<file path="config.mk">
export PLATFORM = sky130hd
export DESIGN_NAME = mc_main_control
export DESIGN_NICKNAME = d
export VERILOG_FILES = /design/src/rtl/mc_main_control.sv
export SDC_FILE = /design/constraint.sdc
export NUM_CORES = 1
export LEC_CHECK = 0
export CAP_MARGIN = 10
export CORE_ASPECT_RATIO = 1.1
export CORE_MARGIN = 2
export CORE_UTILIZATION = 48
export DETAILED_ROUTE_END_ITERATION = 16
export HOLD_SLACK_MARGIN = 0.12
export PLACE_DENSITY = 0.87
export SLEW_MARGIN = 10
export SYNTH_ARGS = -nofsm -noshare
export SYNTH_HDL_FRONTEND = slang
export SYNTH_SLANG_ARGS = --single-unit
</file>
<file path="constraint.sdc">
create_clock -name clk -period 2.3 [get_ports clk]
set_input_delay 0.69 -clock clk [delete_from_list [all_inputs] [get_ports clk]]
set_output_delay 0.69 -clock clk [all_outputs]
set_load 0.02 [all_outputs]
</file>
<file path="src/rtl/mc_main_control.sv">
// Multicycle MIPS-style main control FSM with memory stall hook and illegal-opcode flag.
// Optional ADDI support is enabled by defining the macro ADDI_EN.
module mc_main_control (
  input  logic       clk,
  input  logic       rst_n,
  input  logic [5:0] opcode,
  input  logic       stall,
  output logic       PCWrite,
  output logic       PCWriteCond,
  output logic       IorD,
  output logic       MemRead,
  output logic       MemWrite,
  output logic       MemtoReg,
  output logic       IRWrite,
  output logic [1:0] PCSource,
  output logic [1:0] ALUOp,
  output logic       ALUSrcA,
  output logic [1:0] ALUSrcB,
  output logic       RegWrite,
  output logic       RegDst,
  output logic       instr_done,
  output logic       illegal_op,
  output logic [3:0] state
);

  localparam logic [5:0] OP_RTYPE = 6'b000000;
  localparam logic [5:0] OP_LW    = 6'b100011;
  localparam logic [5:0] OP_SW    = 6'b101011;
  localparam logic [5:0] OP_BEQ   = 6'b000100;
  localparam logic [5:0] OP_J     = 6'b000010;
`ifdef ADDI_EN
  localparam logic [5:0] OP_ADDI  = 6'b001000;
`endif

  typedef enum logic [3:0] {
    S_FETCH     = 4'd0,
    S_DECODE    = 4'd1,
    S_MEM_ADDR  = 4'd2,
    S_MEM_READ  = 4'd3,
    S_MEM_WB    = 4'd4,
    S_MEM_WRITE = 4'd5,
    S_EXECUTE   = 4'd6,
    S_R_WB      = 4'd7,
    S_BRANCH    = 4'd8,
    S_JUMP      = 4'd9,
    S_ADDI_EXEC = 4'd10,
    S_ADDI_WB   = 4'd11,
    S_RESET     = 4'd15
  } state_t;

  typedef struct packed {
    logic       pc_write;
    logic       pc_write_cond;
    logic       i_or_d;
    logic       mem_read;
    logic       mem_write;
    logic       mem_to_reg;
    logic       ir_write;
    logic [1:0] pc_source;
    logic [1:0] alu_op;
    logic       alu_src_a;
    logic [1:0] alu_src_b;
    logic       reg_write;
    logic       reg_dst;
    logic       instr_done;
  } ctrl_t;

  state_t state_q, state_d;
  ctrl_t  ctrl_q, ctrl_d;
  logic   illegal_q, illegal_d;
  logic   hold;

  function automatic ctrl_t decode_ctrl(input state_t s);
    ctrl_t c;
    c = '0;
    case (s)
      S_FETCH: begin
        c.mem_read  = 1'b1;
        c.ir_write  = 1'b1;
        c.pc_write  = 1'b1;
        c.alu_src_b = 2'b01;
      end
      S_DECODE:    c.alu_src_b = 2'b11;
      S_MEM_ADDR: begin
        c.alu_src_a = 1'b1;
        c.alu_src_b = 2'b10;
      end
      S_MEM_READ: begin
        c.mem_read = 1'b1;
        c.i_or_d   = 1'b1;
      end
      S_MEM_WB: begin
        c.reg_write  = 1'b1;
        c.mem_to_reg = 1'b1;
        c.instr_done = 1'b1;
      end
      S_MEM_WRITE: begin
        c.mem_write  = 1'b1;
        c.i_or_d     = 1'b1;
        c.instr_done = 1'b1;
      end
      S_EXECUTE: begin
        c.alu_src_a = 1'b1;
        c.alu_op    = 2'b10;
      end
      S_R_WB: begin
        c.reg_write  = 1'b1;
        c.reg_dst    = 1'b1;
        c.instr_done = 1'b1;
      end
      S_BRANCH: begin
        c.alu_src_a     = 1'b1;
        c.alu_op        = 2'b01;
        c.pc_write_cond = 1'b1;
        c.pc_source     = 2'b01;
        c.instr_done    = 1'b1;
      end
      S_JUMP: begin
        c.pc_write   = 1'b1;
        c.pc_source  = 2'b10;
        c.instr_done = 1'b1;
      end
`ifdef ADDI_EN
      S_ADDI_EXEC: begin
        c.alu_src_a = 1'b1;
        c.alu_src_b = 2'b10;
      end
      S_ADDI_WB: begin
        c.reg_write  = 1'b1;
        c.instr_done = 1'b1;
      end
`endif
      default: c = '0;
    endcase
    return c;
  endfunction

  // Outputs are registered from the next state so they stay a pure function of state_q.
  always_comb begin
    state_d   = state_q;
    illegal_d = 1'b0;
    if (state_q == S_RESET) begin
      state_d = S_FETCH;
    end else if (!stall) begin
      case (state_q)
        S_FETCH: state_d = S_DECODE;
        S_DECODE: begin
          case (opcode)
            OP_LW, OP_SW: state_d = S_MEM_ADDR;
            OP_RTYPE:     state_d = S_EXECUTE;
            OP_BEQ:       state_d = S_BRANCH;
            OP_J:         state_d = S_JUMP;
`ifdef ADDI_EN
            OP_ADDI:      state_d = S_ADDI_EXEC;
`endif
            default: begin
              state_d   = S_FETCH;
              illegal_d = 1'b1;
            end
          endcase
        end
        S_MEM_ADDR: begin
          if (opcode == OP_LW)      state_d = S_MEM_READ;
          else if (opcode == OP_SW) state_d = S_MEM_WRITE;
          else                      state_d = S_FETCH;
        end
        S_MEM_READ: state_d = S_MEM_WB;
        S_EXECUTE:  state_d = S_R_WB;
`ifdef ADDI_EN
        S_ADDI_EXEC: state_d = S_ADDI_WB;
`endif
        default: state_d = S_FETCH;
      endcase
    end
    ctrl_d = decode_ctrl(state_d);
  end

  always_ff @(posedge clk or negedge rst_n) begin
    if (!rst_n) begin
      state_q   <= S_RESET;
      ctrl_q    <= '0;
      illegal_q <= 1'b0;
    end else begin
      state_q   <= state_d;
      ctrl_q    <= ctrl_d;
      illegal_q <= illegal_d;
    end
  end

  // A stall suppresses every side-effecting strobe but leaves selects and reads alone.
  assign hold = stall && (state_q != S_RESET);

  assign PCWrite     = ctrl_q.pc_write      & ~hold;
  assign PCWriteCond = ctrl_q.pc_write_cond & ~hold;
  assign IRWrite     = ctrl_q.ir_write      & ~hold;
  assign MemWrite    = ctrl_q.mem_write     & ~hold;
  assign RegWrite    = ctrl_q.reg_write     & ~hold;
  assign instr_done  = ctrl_q.instr_done    & ~hold;
  assign IorD        = ctrl_q.i_or_d;
  assign MemRead     = ctrl_q.mem_read;
  assign MemtoReg    = ctrl_q.mem_to_reg;
  assign PCSource    = ctrl_q.pc_source;
  assign ALUOp       = ctrl_q.alu_op;
  assign ALUSrcA     = ctrl_q.alu_src_a;
  assign ALUSrcB     = ctrl_q.alu_src_b;
  assign RegDst      = ctrl_q.reg_dst;
  assign illegal_op  = illegal_q;
  assign state       = state_q;

endmodule
</file>
==> out/results.md, run 1 <==
| Quantity | This run | Unit |
| --- | --- | --- |
| Status | finished, final reports clean | - |
| Post-route DRC violation count | 0 | - |
| GR Util All Layers | 24.1 | % |
| Max_slew headroom | 64.9 | % |
| Post-layout instance count excluding filler cells | 203 | - |
| Max-slew violation total from the final report | 0 | - |
| Worst-path clk slew | 0.10 | ns |
| Number of nets at the end of the flow | 182 | - |
| Number of sinks handled by clock tree synthesis | 21 | - |
| Final critical delay including setup and external delays | 2.23 | ns |
| Largest net degree at the start of global routing | 22 | - |
| Number of search-and-repair iterations in the first detailed-routing pass | 4 | - |
| Die Height | 56.7 | um |
| Count of vias placed by the detailed router | 1142 | - |
| Synthesized instance count | 117 | - |
| Wire length after detailed routing | 3180 | um |
| Critical path data required time | 2.52 | ns |
| Starting utilization of the core area | 49.5 | % |
| Final Total Pwr | 1.61 | mW |
| Number of buffers inserted during clock tree synthesis | 3 | - |
| Number of global-route vias before repair | 1169 | - |
| Highest achievable clock rate | 448 | MHz |
| Cell with the largest stage delay on the worst path | clkdlybuf4s50_1 | - |
| Share of post-route cells with drive strength above 1 | 40.1 | % |
| GPL Wtd Cong | 0.845 | - |
| Vias per inst | 5.63 | - |
| TritonCTS clock tree | yes | - |
| DR iter-0 viols | 43 | - |
| Width of the die | 51.9 | um |
| Setup violation total in the final timing report | 0 | - |
| Number of antenna violations at the first check in global routing | 0 | - |
| Overflow left after global routing | 0 | - |
| Boundary Pins | 31 | - |
| Placed instance area | 0.00164 | mm2 |
| Async SR Flop Fraction | 100 | % |
| Crit. End Element | flip-flop | - |
| Clock Tree Root | clkbuf_4 | - |
| Least-Margin Pin Slew | 0.521 | ns |
| Diode count | 0 | - |
| Worst-skew pair later-pin latency | 0.31 | ns |
| Max Root-Sink Buffers | 2 | - |
| Power density over cell area | 908 | mW/mm2 |
| Crit-path max cell delay | 0.47 | ns |
| Number of warnings issued by yosys | 0 | - |
| Synthesis-to-finish area growth | 46.2 | % |
| HPWL Detailed | 2080 | um |
| IO Port Bufs | 30 | - |
| Share of synthesized area occupied by flip-flops and latches | 43.8 | % |
| Series of cell instances along the critical path | clkdlybuf4s50_1 > and4bb_2 > and3_2 > o21ai_1 > nand2_2 > buf_4 > nor3_1 | - |
| Data arrival time at the worst-slack endpoint | 2.46 | ns |
| Core region area | 0.00245 | mm2 |
| FP Rows | 19 | - |
| Total die area | 0.00294 | mm2 |
| Setup TNS | 0 | ns |
| Worst Hold Class | in -> async | - |
| Final Hold Violating Endpoints | 0 | - |
| Post-Route Skew | 0.00213 | ns |
| Synthesized net count | 126 | - |
| Count of filler cells inserted in the layout | 183 | - |
| Worst R2R Path Depth | 7 | - |
| Fin util | 72.3 | % |
| Number of enable flip-flop cells after synthesis | 0 | - |
| Setup Crit Path Kind | in -> reg | - |
| Number of H-tree levels | 1 | - |
| Most frequently used flop master after synthesis | dfrtp_1 | - |
| Average footprint of a synthesized cell | 10.4 | um2 |
| Synth unique cells | 45 | - |
| Period Utilization, post-route | 97.1 | % |
| Number of maximum-capacitance constraint violations | 0 | - |
| Post-synthesis cell area | 0.00121 | mm2 |
| Static leakage | 0.869 | nW |
| First-pass GRT wire length | 5210 | um |
| Maximum fanout count along the critical path | 7 | - |
| Final standard cell area without fillers | 0.00177 | mm2 |
| Unrepaired setup endpoints after global routing | false | - |
| # placed instances | 193 | - |
| Routed Antenna Nets | 0 | - |
| Number of register bits inferred by synthesis | 21 | - |
| Routed WL per cell | 15.7 | um |
| Crit path launch type | primary input | - |
| Maximum vdd ir drop | 0.613 | mV |
where the power goes:
group / internal, mW / switching, mW / total [mW]
clock network: 0.0679 / 0.102 / 0.170
registers: 0.477 / 0.0324 / 0.510
logic: 0.419 / 0.508 / 0.927
total: 0.964 / 0.643 / 1.61
Yosys cell counts, types with 2 or more instances:
master / count / area share (%)
buf_4: 7 / 4.3
and3b_1: 3 / 2.2
and2_1: 10 / 5.2
o21a_1: 2 / 1.2
a21oi_1: 5 / 2.1
inv_1: 3 / 0.93
nor2_1: 4 / 1.2
dfstp_2: 4 / 8.7
nand3_1: 4 / 1.7
nor3_1: 9 / 3.7
o21ai_0: 6 / 2.5
nand2_1: 8 / 2.5
clkbuf_1: 2 / 0.62
o211ai_1: 3 / 1.9
dfrtp_1: 17 / 35
layer usage:
metal  GRT usage (%)  up-vias  routed length, um  share of wire, %
met5               0        -                  0                 0
met4            14.7        0                142               4.5
met3            3.72       15                194               6.1
met2            42.9       51               1720                54
met1            25.9      545               1130                35
li1                -      531                  -                 -
cell usage in the layout, fill, tap and decap left out, types with 2 or more instances in the layout:
cell	Yosys	layout
nand2_2	1	3
clkdlybuf4s50_1	0	15
buf_2	0	7
clkbuf_4	0	3
buf_4	7	29
o21ai_0	6	5
dlymetal6s2s_1	0	2
and2_1	10	10
and3b_1	3	3
nand3_1	4	3
nor3_1	9	8
a21oi_1	5	4
buf_6	1	2
o211ai_1	3	3
dfrtp_1	17	17
nor2_1	4	4
nand2_1	8	6
inv_1	3	3
dlygate4sd2_1	0	7
o21a_1	2	2
dfstp_2	4	4
kinds of logic (layout without fill, tap and decap cells):
group	after synthesis	count (layout)	synth area share, %
simple gates	52	52	27.9
buf+inv	16	71	10.2
xor+xnor	1	1	0.723
flops	21	21	43.8
compound gates	27	27	17.4
path summary, 6_finish.rpt:
path | endpoint | slack [ns] | from
worst max-delay path | PCSource[0]$_DFF_PN0_ | 0.07 | opcode[2]
worst min-delay path | ALUOp[1]$_DFF_PN0_ | 0.71 | rst_n
worst max register to register | ALUSrcA$_DFF_PN0_ | 0.24 | state[2]$_DFF_PN1_
worst min register to register | illegal_op$_DFF_PN0_ | 0.91 | state[0]$_DFF_PN1_
max in group asynchronous | state[3]$_DFF_PN1_ | 1.33 | rst_n
min in group clk | illegal_op$_DFF_PN0_ | 0.91 | state[0]$_DFF_PN1_
worst max-delay path, delay by kind of cell:
kind	cells	cell delay, ns
AOI/OAI and AO/OA	1	0.27
buffers and inverters	2	0.64
and+or+nand+nor	4	0.86
flip-flops by register name, indices dropped and copies added, names as in the netlist, 2 cells and up:
name	count
ctrl_q	5
ALUSrcB	2
ALUOp	2
state	4
PCSource	2
through the flow:
step	hold slack, ns	setup WS, ns
2_1_floorplan	0.394	0.0641
3_3_place_gp	0.806	-0.592
3_5_place_dp	0.821	-0.595
4_1_cts	0.728	0.000852
5_1_grt	0.725	0.0140
6_report	0.707	0.0661
what timing repair did:
| action | in CTS | in global routing |
|---|---|---|
| hold buffers | 0 | 0 |
| setup endpoints to repair | 18 | 12 |
| cloned | 0 | 0 |
| setup buffers | 6 | 0 |
| resized for setup | 42 | 9 |
| pin swaps | 6 | 3 |
cell type report:
class	instances	area, um2	share of cell area (%)
Multi-Input combinational cell	80	641	36.2
Sequential cell	21	531	30.0
Timing Repair Buffer	62	512	28.9
Tap cell	31	38.8	2.19
Clock buffer	4	26.3	1.48
Inverter	5	22.5	1.27
Note: power is estimated with default switching activity, not from simulation.
==> run 2, diff against run 1 <==
--- a/config.mk
+++ b/config.mk
@@ -12,6 +12,7 @@
 export DETAILED_ROUTE_END_ITERATION = 16
 export HOLD_SLACK_MARGIN = 0.12
 export PLACE_DENSITY = 0.87
+export SKIP_LAST_GASP = 1
 export SLEW_MARGIN = 10
 export SYNTH_ARGS = -nofsm -noshare
 export SYNTH_HDL_FRONTEND = slang
==> out/results.md, run 2 (synthesis results as in run 1) <==
| Quantity | This run | Unit |
| --- | --- | --- |
| Status | finished, final reports clean | - |
| Setup Crit Path Kind | reg -> out | - |
| Routed Antenna Nets | 0 | - |
| Share of power burned in the clock network | 10.6 | % |
| Series of cell instances along the critical path | nand3_2 > o21ai_4 > and2_1 > clkdlybuf4s15_2 | - |
| Net switching power figure | 0.643 | mW |
| Family with the most delay on the worst path | flip-flops | - |
| Max FFs per register | 5 | - |
| Final standard cell area without fillers | 0.00178 | mm2 |
| Period Utilization, post-route | 98.6 | % |
| Layer carrying the most global-route usage | met2 | - |
| # placed instances | 193 | - |
| Total area of sequential cells | 531 | um2 |
| First-pass GRT wire length | 5210 | um |
| Critical path data required time | 1.61 | ns |
| Post-Route Skew | 0.00213 | ns |
| Switching Fraction | 39.9 | % |
| Maximum vdd ir drop | 0.613 | mV |
| Clock Tree Root | clkbuf_4 | - |
| Number of maximum-capacitance constraint violations | 0 | - |
| Crit. End Element | output port | - |
| IO Port Bufs | 30 | - |
| Critical path buffer and inverter count | 1 | - |
| Share of total power in sequential cells | 31.6 | % |
| Width of the die | 51.9 | um |
| Crit-path max cell delay | 0.56 | ns |
| Area of the multi-input gates | 641 | um2 |
| Share of post-route cells with drive strength above 1 | 40.1 | % |
| Power share of the combinational group | 57.8 | % |
| Worst Hold Class | in -> async | - |
| Worst setup path startpoint | state[0]$_DFF_PN1_ | - |
| Met2 demand-to-capacity share in global routing | 42.9 | % |
| Die Height | 56.7 | um |
| Most common cell after layout, fill and taps aside | buf_4 | - |
| HPWL Detailed | 2080 | um |
| Number of cells on the critical path | 4 | - |
| TritonCTS clock tree | yes | - |
| Core region area | 0.00245 | mm2 |
| FF-to-FF End | ALUSrcA$_DFF_PN0_ | - |
| Data arrival time at the worst-slack endpoint | 1.58 | ns |
| Post-layout instance count excluding filler cells | 203 | - |
| Fin util | 72.6 | % |
| Post-route DRC violation count | 0 | - |
| Count of filler cells inserted in the layout | 184 | - |
| Worst-skew pair later-pin latency | 0.31 | ns |
| Worst-path clk slew | 0.10 | ns |
| GR Util All Layers | 24.1 | % |
| Number of H-tree levels | 1 | - |
| Number of global-route vias before repair | 1169 | - |
| Diode count | 0 | - |
| Max-slew violation total from the final report | 0 | - |
| Final Hold Violating Endpoints | 0 | - |
| Placed instance area | 0.00164 | mm2 |
| Synthesis-to-finish area growth | 46.7 | % |
| Most frequent cells in the layout | buf_4, dfrtp_1, clkdlybuf4s50_1 | - |
| Wire length after detailed routing | 3180 | um |
| Setup violation total in the final timing report | 0 | - |
| Boundary Pins | 31 | - |
| Overflow left after global routing | 0 | - |
| Routed WL per cell | 15.7 | um |
| Met1 GRT Util | 25.9 | % |
| Number of antenna violations at the first check in global routing | 0 | - |
| Unrepaired setup endpoints after global routing | true | - |
| Cell with the largest stage delay on the worst path | dfstp_2 | - |
| Max_slew headroom | 64.9 | % |
| FP Rows | 19 | - |
| Starting utilization of the core area | 49.5 | % |
| Vias per inst | 5.63 | - |
| P_int | 0.967 | mW |
| DR iter-0 viols | 43 | - |
| Power density over cell area | 906 | mW/mm2 |
| Highest achievable clock rate | 441 | MHz |
| Static leakage | 0.868 | nW |
| Critical register-to-register path startpoint | state[2]$_DFF_PN1_ | - |
| Final critical delay including setup and external delays | 2.27 | ns |
| GPL Wtd Cong | 0.845 | - |
| Worst R2R Path Depth | 7 | - |
| Register containing the most flip-flops in the final layout | ctrl_q | - |
| Flop2flop setup slack | 0.24 | ns |
| Crit path launch type | flip-flop | - |
| Least-Margin Pin Slew | 0.521 | ns |
| Total die area | 0.00294 | mm2 |
| Number of sinks handled by clock tree synthesis | 21 | - |
| Number of search-and-repair iterations in the first detailed-routing pass | 4 | - |
| Max Root-Sink Buffers | 2 | - |
| Number of nets at the end of the flow | 182 | - |
| Largest net degree at the start of global routing | 22 | - |
| Maximum fanout count along the critical path | 6 | - |
| Number of buffers inserted during clock tree synthesis | 3 | - |
| Global routing usage on met3 | 3.72 | % |
| Count of vias placed by the detailed router | 1142 | - |
| Total of hold buffers inserted after clock tree synthesis | 0 | - |
[run 2: changes by cell type in the layout (fill, tap and decap cells not counted), sizes merged]
| cell | delta |
|---|---|
| clkdlybuf4s15 | +1 |
| buf | -1 |
[run 2: metal layers]
layer / vias to the layer above / share of wire, %
met1: 545 / 35
li1: 531 / -
met2: 51 / 54
met4: 0 / 4.5
met5: - / 0
met3: 15 / 6.0
[run 2: final cells by class]
class,instances,share of cell area [%]
clock buffer,4,1.48
tap,31,2.18
sequential,21,29.9
inverter,5,1.27
timing repair buffer,62,29.2
multi-input combinational,80,36.1
[run 2: power by group through the flow]
stage	sequential [mW]	clock, mW	combinational [mW]
CTS	0.509	0.169	0.907
detailed placement	0.512	0	0.848
global placement	0.507	0	0.823
global route	0.522	0.191	0.993
finish	0.509	0.170	0.930
floorplan	0.577	0	0.489
[run 2: timing repair]
action,CTS,global route
setup buffers,6,0
gates resized for setup,42,8
endpoints found under the hold margin,0,0
pin swaps,6,3
setup endpoints to repair,18,12
[run 2: through the flow]
stage	TNS, ns	power, mW	hold slack [ns]	worst slack, ns
6_report	0	1.61	0.707	0.0332
5_1_grt	-0.0581	1.71	0.725	-0.0581
4_1_cts	0	1.58	0.728	0.000852
3_5_place_dp	-9.21	1.36	0.821	-0.595
3_3_place_gp	-8.31	1.33	0.806	-0.592
2_1_floorplan	0	1.07	0.394	0.0641
[run 2: worst max-delay path by stage]
stage | end | slack (ns)
CTS | IRWrite | 0.0009
detailed placement | PCWriteCond | -0.60
global route | IRWrite | -0.06
finish | IRWrite | 0.03
floorplan | IRWrite | 0.06
global placement | RegWrite | -0.59
==> run 3, diff against run 2 <==
==> constraint.sdc (replaced) <==
create_clock -name clk -period 2.6 [get_ports clk]
set_input_delay 0.78 -clock clk [delete_from_list [all_inputs] [get_ports clk]]
set_output_delay 0.78 -clock clk [all_outputs]
set_load 0.02 [all_outputs]
==> out/results.md, run 3 (synthesis results as in run 1) <==
| Quantity | This run | Unit |
| --- | --- | --- |
| Static leakage | 0.759 | nW |
| Number of maximum-capacitance constraint violations | 0 | - |
| Routed WL per cell | 13.4 | um |
| Period Utilization, post-route | 96.3 | % |
| Worst setup path startpoint | stall | - |
| Final critical delay including setup and external delays | 2.50 | ns |
| Status | finished, final reports clean | - |
| Largest net degree at the start of global routing | 22 | - |
| Worst Hold Class | in -> async | - |
| Critical path data required time | 1.82 | ns |
| Number of global-route vias before repair | 1028 | - |
| Switching Fraction | 38.0 | % |
| Synthesis-to-finish area growth | 36.7 | % |
| Share of post-route cells with drive strength above 1 | 28.0 | % |
| Critical path buffer and inverter count | 2 | - |
| Post-route DRC violation count | 0 | - |
| Number of buffers inserted during clock tree synthesis | 3 | - |
| Number of H-tree levels | 1 | - |
| Crit-path max cell delay | 0.34 | ns |
| Diode count | 0 | - |
| Most common cell after layout, fill and taps aside | buf_4 | - |
| Area of the multi-input gates | 568 | um2 |
| Pre-CTS worst setup slack | -0.573 | ns |
| GR Util All Layers | 20.5 | % |
| Setup violation total in the final timing report | 0 | - |
| Register containing the most flip-flops in the final layout | ctrl_q | - |
| Count of filler cells inserted in the layout | 200 | - |
| Family with the most delay on the worst path | buffers and inverters | - |
| Post-Route Skew | 0.00434 | ns |
| P_int | 0.830 | mW |
| TritonCTS clock tree | yes | - |
| Most frequent cells in the layout | buf_4, clkdlybuf4s50_1, dfrtp_1 | - |
| Worst-path clk slew | 0.10 | ns |
| Flop2flop setup slack | 0.59 | ns |
| Most used cell along the critical path | dlygate4sd2_1 | - |
| Number of antenna violations at the first check in global routing | 0 | - |
| Routed Antenna Nets | 0 | - |
| Worst R2R Path Depth | 7 | - |
| Share of power burned in the clock network | 11.5 | % |
| Data arrival time at the worst-slack endpoint | 1.72 | ns |
| Total die area | 0.00294 | mm2 |
| Die Height | 56.7 | um |
| Maximum vdd ir drop | 0.480 | mV |
| Final Total Pwr | 1.34 | mW |
| First-pass GRT wire length | 4460 | um |
| HPWL Detailed | 2070 | um |
| Count of vias placed by the detailed router | 1062 | - |
| Worst-skew pair later-pin latency | 0.31 | ns |
| Number of search-and-repair iterations in the first detailed-routing pass | 4 | - |
| Max Root-Sink Buffers | 2 | - |
| Crit path setup slack, layout | 0.0954 | ns |
| Boundary Pins | 31 | - |
| Max_slew headroom | 74.2 | % |
| FP Rows | 19 | - |
| Share of total power in sequential cells | 33.1 | % |
| Final Hold Violating Endpoints | 0 | - |
| FF-to-FF End | ctrl_q[16]$_DFF_PN0_ | - |
| Cell with the largest stage delay on the worst path | dlygate4sd2_1 | - |
| GPL Wtd Cong | 0.865 | - |
| DR iter-0 viols | 44 | - |
| Number of sinks handled by clock tree synthesis | 21 | - |
| Vias per inst | 5.45 | - |
| Maximum fanout count along the critical path | 6 | - |
| Total area of sequential cells | 531 | um2 |
| Least-Margin Pin Slew | 0.382 | ns |
| Crit path launch type | primary input | - |
| Width of the die | 51.9 | um |
| Setup TNS | 0 | ns |
| Highest achievable clock rate | 399 | MHz |
| Power share of the combinational group | 55.4 | % |
| Number of nets at the end of the flow | 174 | - |
| IO Port Bufs | 30 | - |
| Total of hold buffers inserted after clock tree synthesis | 0 | - |
| Wire length after detailed routing | 2610 | um |
| Series of cell instances along the critical path | dlygate4sd2_1 > o21ai_4 > and2_1 > dlygate4sd2_1 | - |
| Starting utilization of the core area | 49.5 | % |
| Net switching power figure | 0.509 | mW |
| Max-slew violation total from the final report | 0 | - |
| Crit. End Element | output port | - |
| Destination of the critical timing path | MemWrite | - |
| Core region area | 0.00245 | mm2 |
| Unrepaired setup endpoints after global routing | false | - |
| Clock Tree Root | clkbuf_4 | - |
| Number of cells on the critical path | 4 | - |
| Max FFs per register | 5 | - |
| Power density over cell area | 809 | mW/mm2 |
| Fin util | 67.6 | % |
| Setup Crit Path Kind | in -> out | - |
| Overflow left after global routing | 0 | - |
| Critical register-to-register path startpoint | state[1]$_DFF_PN1_ | - |
run 3: cell types whose count changed in the layout (fill, tap and decap cells not counted), moves of 2 or more:
cell,change
dlymetal6s2s_1,-2
buf_2,-6
buf_6,-2
nand2_1,+2
nand2_2,-2
clkdlybuf4s50_1,+8
buf_4,-5
run 3: power by group through the flow:
stage	Combinational (mW)	Sequential (mW)	Clock [mW]
CTS	0.742	0.445	0.154
floorplan	0.433	0.510	0
detailed placement	0.750	0.451	0
finish	0.741	0.444	0.154
global placement	0.727	0.449	0
global route	0.804	0.455	0.173
run 3: cell type report:
type                            instances  share of cell area [%]
Clock buffer                            4                    1.59
Multi-Input combinational cell         80                    34.3
Inverter                                5                    1.21
Sequential cell                        21                    32.0
Tap cell                               31                    2.34
Timing Repair Buffer                   54                    28.5
run 3: stage by stage:
stage,instances,area [um2],hold slack [ns]
floorplan,117,1210,0.484
detailed placement,191,1630,0.835
CTS,195,1650,0.802
finish,195,1660,0.789
global route,195,1660,0.813
global placement,191,1630,0.809
run 3: worst min-delay path by stage:
| stage | start | endpoint | slack, ns | depth (start not counted) |
|---|---|---|---|---|
| after CTS | rst_n | ALUSrcA$_DFF_PN0_ | 0.80 | 2 |
| after global placement | state[0]$_DFF_PN1_ | illegal_op$_DFF_PN0_ | 0.81 | 4 |
| after floorplan | rst_n | ALUOp[0]$_DFF_PN0_ | 0.48 | 0 |
| after detailed placement | state[0]$_DFF_PN1_ | illegal_op$_DFF_PN0_ | 0.84 | 4 |
| after global routing | rst_n | ctrl_q[12]$_DFF_PN0_ | 0.81 | 2 |
| final | rst_n | ALUSrcA$_DFF_PN0_ | 0.79 | 2 |
run 3: repair_timing:
action / 4_1_cts / 5_1_grt
buffers inserted: 0 / 0
endpoints found under the hold margin: 0 / 0
endpoints found under the setup margin: 6 / 6
resized for setup: 9 / 1
pin swaps: 0 / 0
run 3: per-layer routing:
| metal | wire [um] | up-vias | global-route usage (%) |
|---|---|---|---|
| met5 | 0 | - | 0 |
| met4 | 72 | 0 | 12.0 |
| met3 | 110 | 7 | 1.86 |
| met2 | 1440 | 35 | 37.4 |
| met1 | 984 | 507 | 22.1 |
| li1 | - | 513 | - |
